==> src/rtl/cache_pkg.sv <==
// Shared definitions for the 4-set, 4-word/line direct-mapped data cache and its refill controller.
package cache_pkg;

    localparam int SET_BITS    = 2;
    localparam int OFFSET_BITS = 2;
    localparam int TAG_BITS    = 26;
    localparam int LINE_WORDS  = 4;

    typedef enum logic [1:0] {
        IDLE  = 2'd0,
        ISSUE = 2'd1,
        WAIT  = 2'd2,
        DONE  = 2'd3
    } refill_state_t;

endpackage

==> src/rtl/cache_refill_ctrl.sv <==
// Line refill controller: fetches one 16-byte line word by word and pulses fill_valid when complete.
// Optional build macro CRITICAL_WORD_FIRST_EN starts at the missed word and adds crit_valid/crit_data.
module cache_refill_ctrl
    import cache_pkg::*;
#(
    parameter int DATA_WIDTH = 32,
    parameter int WORDS      = LINE_WORDS
) (
    input  logic                  clk,
    input  logic                  rst,
    input  logic                  miss_valid,
    input  logic [DATA_WIDTH-1:0] miss_addr,
    output logic                  miss_ready,
    output logic                  mem_rd_en,
    output logic [DATA_WIDTH-1:0] mem_addr,
    input  logic [DATA_WIDTH-1:0] mem_rdata,
    input  logic                  mem_rvalid,
    output logic [DATA_WIDTH-1:0] d0,
    output logic [DATA_WIDTH-1:0] d1,
    output logic [DATA_WIDTH-1:0] d2,
    output logic [DATA_WIDTH-1:0] d3,
    output logic [TAG_BITS-1:0]   fill_tag,
    output logic [SET_BITS-1:0]   fill_set,
    output logic                  fill_valid,
    output logic                  busy
`ifdef CRITICAL_WORD_FIRST_EN
    ,
    output logic                  crit_valid,
    output logic [DATA_WIDTH-1:0] crit_data
`endif
);

    localparam int LINE_LSB = OFFSET_BITS + 2;
    localparam int BASE_W   = DATA_WIDTH - LINE_LSB;

    refill_state_t                        state_q, state_d;
    logic [OFFSET_BITS-1:0]               cnt_q, cnt_d;
    logic [OFFSET_BITS-1:0]               rcv_q, rcv_d;
    logic [BASE_W-1:0]                    base_q, base_d;
    logic [WORDS-1:0][DATA_WIDTH-1:0]     line_q, line_d;
    logic [OFFSET_BITS-1:0]               start_word;

    // Byte offset is resolved by the cache; word offset only matters for critical-word-first.
`ifdef CRITICAL_WORD_FIRST_EN
    logic [1:0] unused_byte_bits;
    assign unused_byte_bits = miss_addr[1:0];
    assign start_word       = miss_addr[LINE_LSB-1:2];
`else
    logic [3:0] unused_byte_bits;
    assign unused_byte_bits = miss_addr[LINE_LSB-1:0];
    assign start_word       = '0;
`endif

    always_comb begin
        // NOTE: every variable gets its hold value first so no path through the case infers a latch.
        state_d = state_q;
        cnt_d   = cnt_q;
        rcv_d   = rcv_q;
        base_d  = base_q;
        line_d  = line_q;
        case (state_q)
            IDLE: begin
                if (miss_valid) begin
                    base_d  = miss_addr[DATA_WIDTH-1:LINE_LSB];
                    cnt_d   = start_word;
                    rcv_d   = '0;
                    state_d = ISSUE;
                end
            end
            ISSUE: state_d = WAIT;
            WAIT: begin
                if (mem_rvalid) begin
                    line_d[cnt_q] = mem_rdata;
                    cnt_d         = cnt_q + 1'b1;
                    rcv_d         = rcv_q + 1'b1;
                    state_d       = (rcv_q == OFFSET_BITS'(WORDS - 1)) ? DONE : ISSUE;
                end
            end
            DONE:    state_d = IDLE;
            default: state_d = IDLE;
        endcase
    end

    // NOTE: state uses non-blocking assignments so every flop samples pre-edge values.
    always_ff @(posedge clk) begin
        if (rst) begin
            state_q <= IDLE;
            cnt_q   <= '0;
            rcv_q   <= '0;
            base_q  <= '0;
            line_q  <= '0;
        end else begin
            state_q <= state_d;
            cnt_q   <= cnt_d;
            rcv_q   <= rcv_d;
            base_q  <= base_d;
            line_q  <= line_d;
        end
    end

    assign miss_ready = (state_q == IDLE);
    assign busy       = (state_q != IDLE);
    assign mem_rd_en  = (state_q == ISSUE);
    assign fill_valid = (state_q == DONE);

    // Counter wraps within the line, so the address never leaves the aligned 16-byte block.
    assign mem_addr = {base_q, cnt_q, 2'b00};

    assign d0       = line_q[0];
    assign d1       = line_q[1];
    assign d2       = line_q[2];
    assign d3       = line_q[3];
    assign fill_tag = base_q[BASE_W-1:SET_BITS];
    assign fill_set = base_q[SET_BITS-1:0];

`ifdef CRITICAL_WORD_FIRST_EN
    assign crit_valid = (state_q == WAIT) && mem_rvalid && (rcv_q == '0);
    assign crit_data  = crit_valid ? mem_rdata : '0;
`endif

endmodule

==> config.mk <==
export PLATFORM = sky130hd
export DESIGN_NAME = cache_refill_ctrl
export DESIGN_NICKNAME = d
export VERILOG_FILES = /design/src/rtl/cache_pkg.sv /design/src/rtl/cache_refill_ctrl.sv
export SDC_FILE = /design/constraint.sdc
export NUM_CORES = 1
export LEC_CHECK = 0
export CORE_ASPECT_RATIO = 1.75
export CORE_MARGIN = 1.5
export CORE_UTILIZATION = 43
export DETAILED_ROUTE_END_ITERATION = 16
export PLACE_DENSITY = 0.79
export SLEW_MARGIN = 20
export SYNTH_ARGS = -nofsm -noshare
export SYNTH_HDL_FRONTEND = slang
export SYNTH_SLANG_ARGS = --single-unit
==> constraint.sdc <==
create_clock -name clk -period 1.6 [get_ports clk]
set_input_delay 0.16 -clock clk [delete_from_list [all_inputs] [get_ports clk]]
set_output_delay 0.16 -clock clk [all_outputs]
set_load 0.05 [all_outputs]
==> qor.csv <==
metric,value,unit
busiest metal layer after global routing,met2,
met1 Use GR,25.9,%
Chip Width,93.8,um
pin count of the biggest net entering global routing,50,
final hold slack,0.179,ns
minimum clock period,1.51,ns
Pleak,3.60,nW
RSZ-0062 raised after global routing,no,
first-pass GRT wire length,27400,um
"EDFF count, synth",0,
Fmax,0.662,GHz
CTS sink count,162,
GRT overflow,0,
Setup crit end kind,output pin,
CP Class,reg2out,
Hold Crit Depth,2,
CTS root buf,clkbuf_16,
Syn-to-layout area delta,42.3,%
initial drt markers,333,
most frequent cell after synthesis,nand2_1,
clock skew,0.0103,ns
worst vdd ir,0.000687,V
wire per inst,15.2,um
worst-path cell with the longest stage delay,dfxtp_4,
clock insertion delay at the later pin of the skew report,0.41,ns
Synth Area per Inst,8.15,um2
met2 global-route usage,41.5,%
Vias/cell,4.97,
IO Pins,260,
FF-to-FF Start,cnt_q[1],
R2R depth,6,
"area leader, netlist",dfxtp_1,
share of cells above drive strength 1,25.5,%
Setup TNS,0,ns
asr flop ratio synth,0,%
sequential area share after synthesis,52.3,%
start point of the critical path,state_q[1],
H-tree depth,4,
Worst EP arrival,1.35,ns
Placer Congestion,0.835,
"Distinct cells, synth",28,
synth top area cells,"dfxtp_1 52%, nand2_1 19%, a21oi_1 13%",
Final setup viols,0,
Most used DFF post-synth,dfxtp_1,
WP data required,1.44,ns
CP Cell Sequence,buf_4 > nor2b_2 > buf_12,
CTS tree,built,
initial core utilization,44.4,%
core area,14000,um2
antenna diode count,0,
Non-Filler Instances,1163,
final hold violation count,0,
post-synth top area share,52.3,%
Detailed Routing Iterations Pass 1,4,
Syn Inst Count,761,
initial antenna violation count,0,
fin crit share,94.3,%
PnR worst setup slack,0.0905,ns
Inst Count DP,1131,
"Largest stage delay, worst path",0.39,ns
via count,5781,
DIE AREA,15200,um2
Place WS,0.00472,ns
Post-CTS Setup Bufs,0,
row count,57,
hold path start,rst,
Syn. warnings,0,
"top cells by count, synth","316 x nand2_1, 162 x dfxtp_1, 161 x a21oi_1",
GRT Resource Usage Total,23.4,%
max-cap viol count,0,
PortBufs,253,
CTS Buf Count,17,
Worst setup SP type,register,
"flops & latches, synth",162,
vias in the first global route,5284,
CTS Hold Bufs,0,
Mapped Area,6200,um2
status,"finished, final reports clean",
DRC errors left,0,
crit path max fanout,11,
PD cells,1080,nW/um2
Post-Route WL,17700,um
Slew Limit Fails,0,
final antenna-violating net count,0,
height of the die,162,um
Worst-path clk slew,0.06,ns
CTS Buffer Depth,2,
met3 Resource Use GR,5.90,%
HP Class,in2reg,
detailed-placement wirelength estimate,12400,um
Layout Nets,1046,
## metrics by stage
| step | instance area [um2] | power, mW | util [%] |
|---|---|---|---|
| finish | 8820 | 9.53 | 63.1 |
| global placement | 8200 | 5.40 | 58.7 |
| CTS | 8820 | 9.61 | 63.1 |
| floorplan | 6210 | 5.00 | - |
| global route | 8820 | 9.87 | 63.1 |
| detailed placement | 8200 | 5.41 | 58.7 |
## critical path: cells and delay by family, from the launching register on
family / cells / cell delay, ns
DFF: 1 / 0.39
buffers and inverters: 2 / 0.35
and+or+nand+nor: 1 / 0.20
## layout make-up
class / instances / area, um2
Inverter: 3 / 11.3
Clock buffer: 18 / 439
Tap cell: 177 / 221
Multi-Input combinational cell: 512 / 2320
Sequential cell: 162 / 3250
Timing Repair Buffer: 277 / 2400
Clock inverter: 14 / 175
Fill cell: 1261 / 5160
## cell usage in the layout, fill, tap and decap left out, types with 3 or more instances in the layout
cell / n
inv_1: 3
clkdlybuf4s50_1: 62
bufinv_16: 3
dlygate4sd2_1: 5
inv_6: 4
dfxtp_1: 158
and4b_1: 4
ha_1: 5
clkbuf_16: 17
nor2b_1: 4
clkinv_2: 3
buf_12: 13
a21oi_1: 161
buf_4: 197
nand2_1: 316
## state kept, by name, summed over array words and instances (netlist names)
name     count
d2          32
cnt_q        2
state_q      2
d1          32
d3          32
rcv_q        2
d0          32
base_q      28
## logic make-up (layout without fill, tap and decap cells)
kind of cell	count (synthesis)	count (layout)	share of synthesized area, %
AND/OR/NAND/NOR	338	338	22.4
AO/OA/AOI/OAI	166	166	13.6
flip-flops	162	162	52.3
buffers and inverters	88	312	10.4
adder cells (fa/ha/maj)	5	5	1.01
other	1	2	0.0605
multiplexers	1	1	0.161
## routing by layer
| metal | up-vias | wire, um |
|---|---|---|
| li1 | 2844 | - |
| met1 | 2694 | 6550 |
| met2 | 215 | 9530 |
| met3 | 28 | 1090 |
| met4 | 0 | 542 |
| met5 | - | 0 |
## final timing paths
path | end | slack, ns
worst max-delay path | mem_rd_en | 0.09
worst min-delay path | d1[31] | 0.18
worst min register to register | d1[14] | 0.45
worst max register to register | d1[30] | 0.16
## timing repair
item                                   4_1_cts  5_1_grt
endpoints found under the hold margin        0        0
gates resized for setup                      8        2
setup endpoints to repair                    9        2
## report_power, final
group	switching [mW]	total (mW)	internal (mW)
sequential	0.0607	4.16	4.10
clock	1.69	4.21	2.52
combinational	0.741	1.15	0.413
total	2.49	9.53	7.04
No activity file was read; power rests on OpenSTA's default activity.
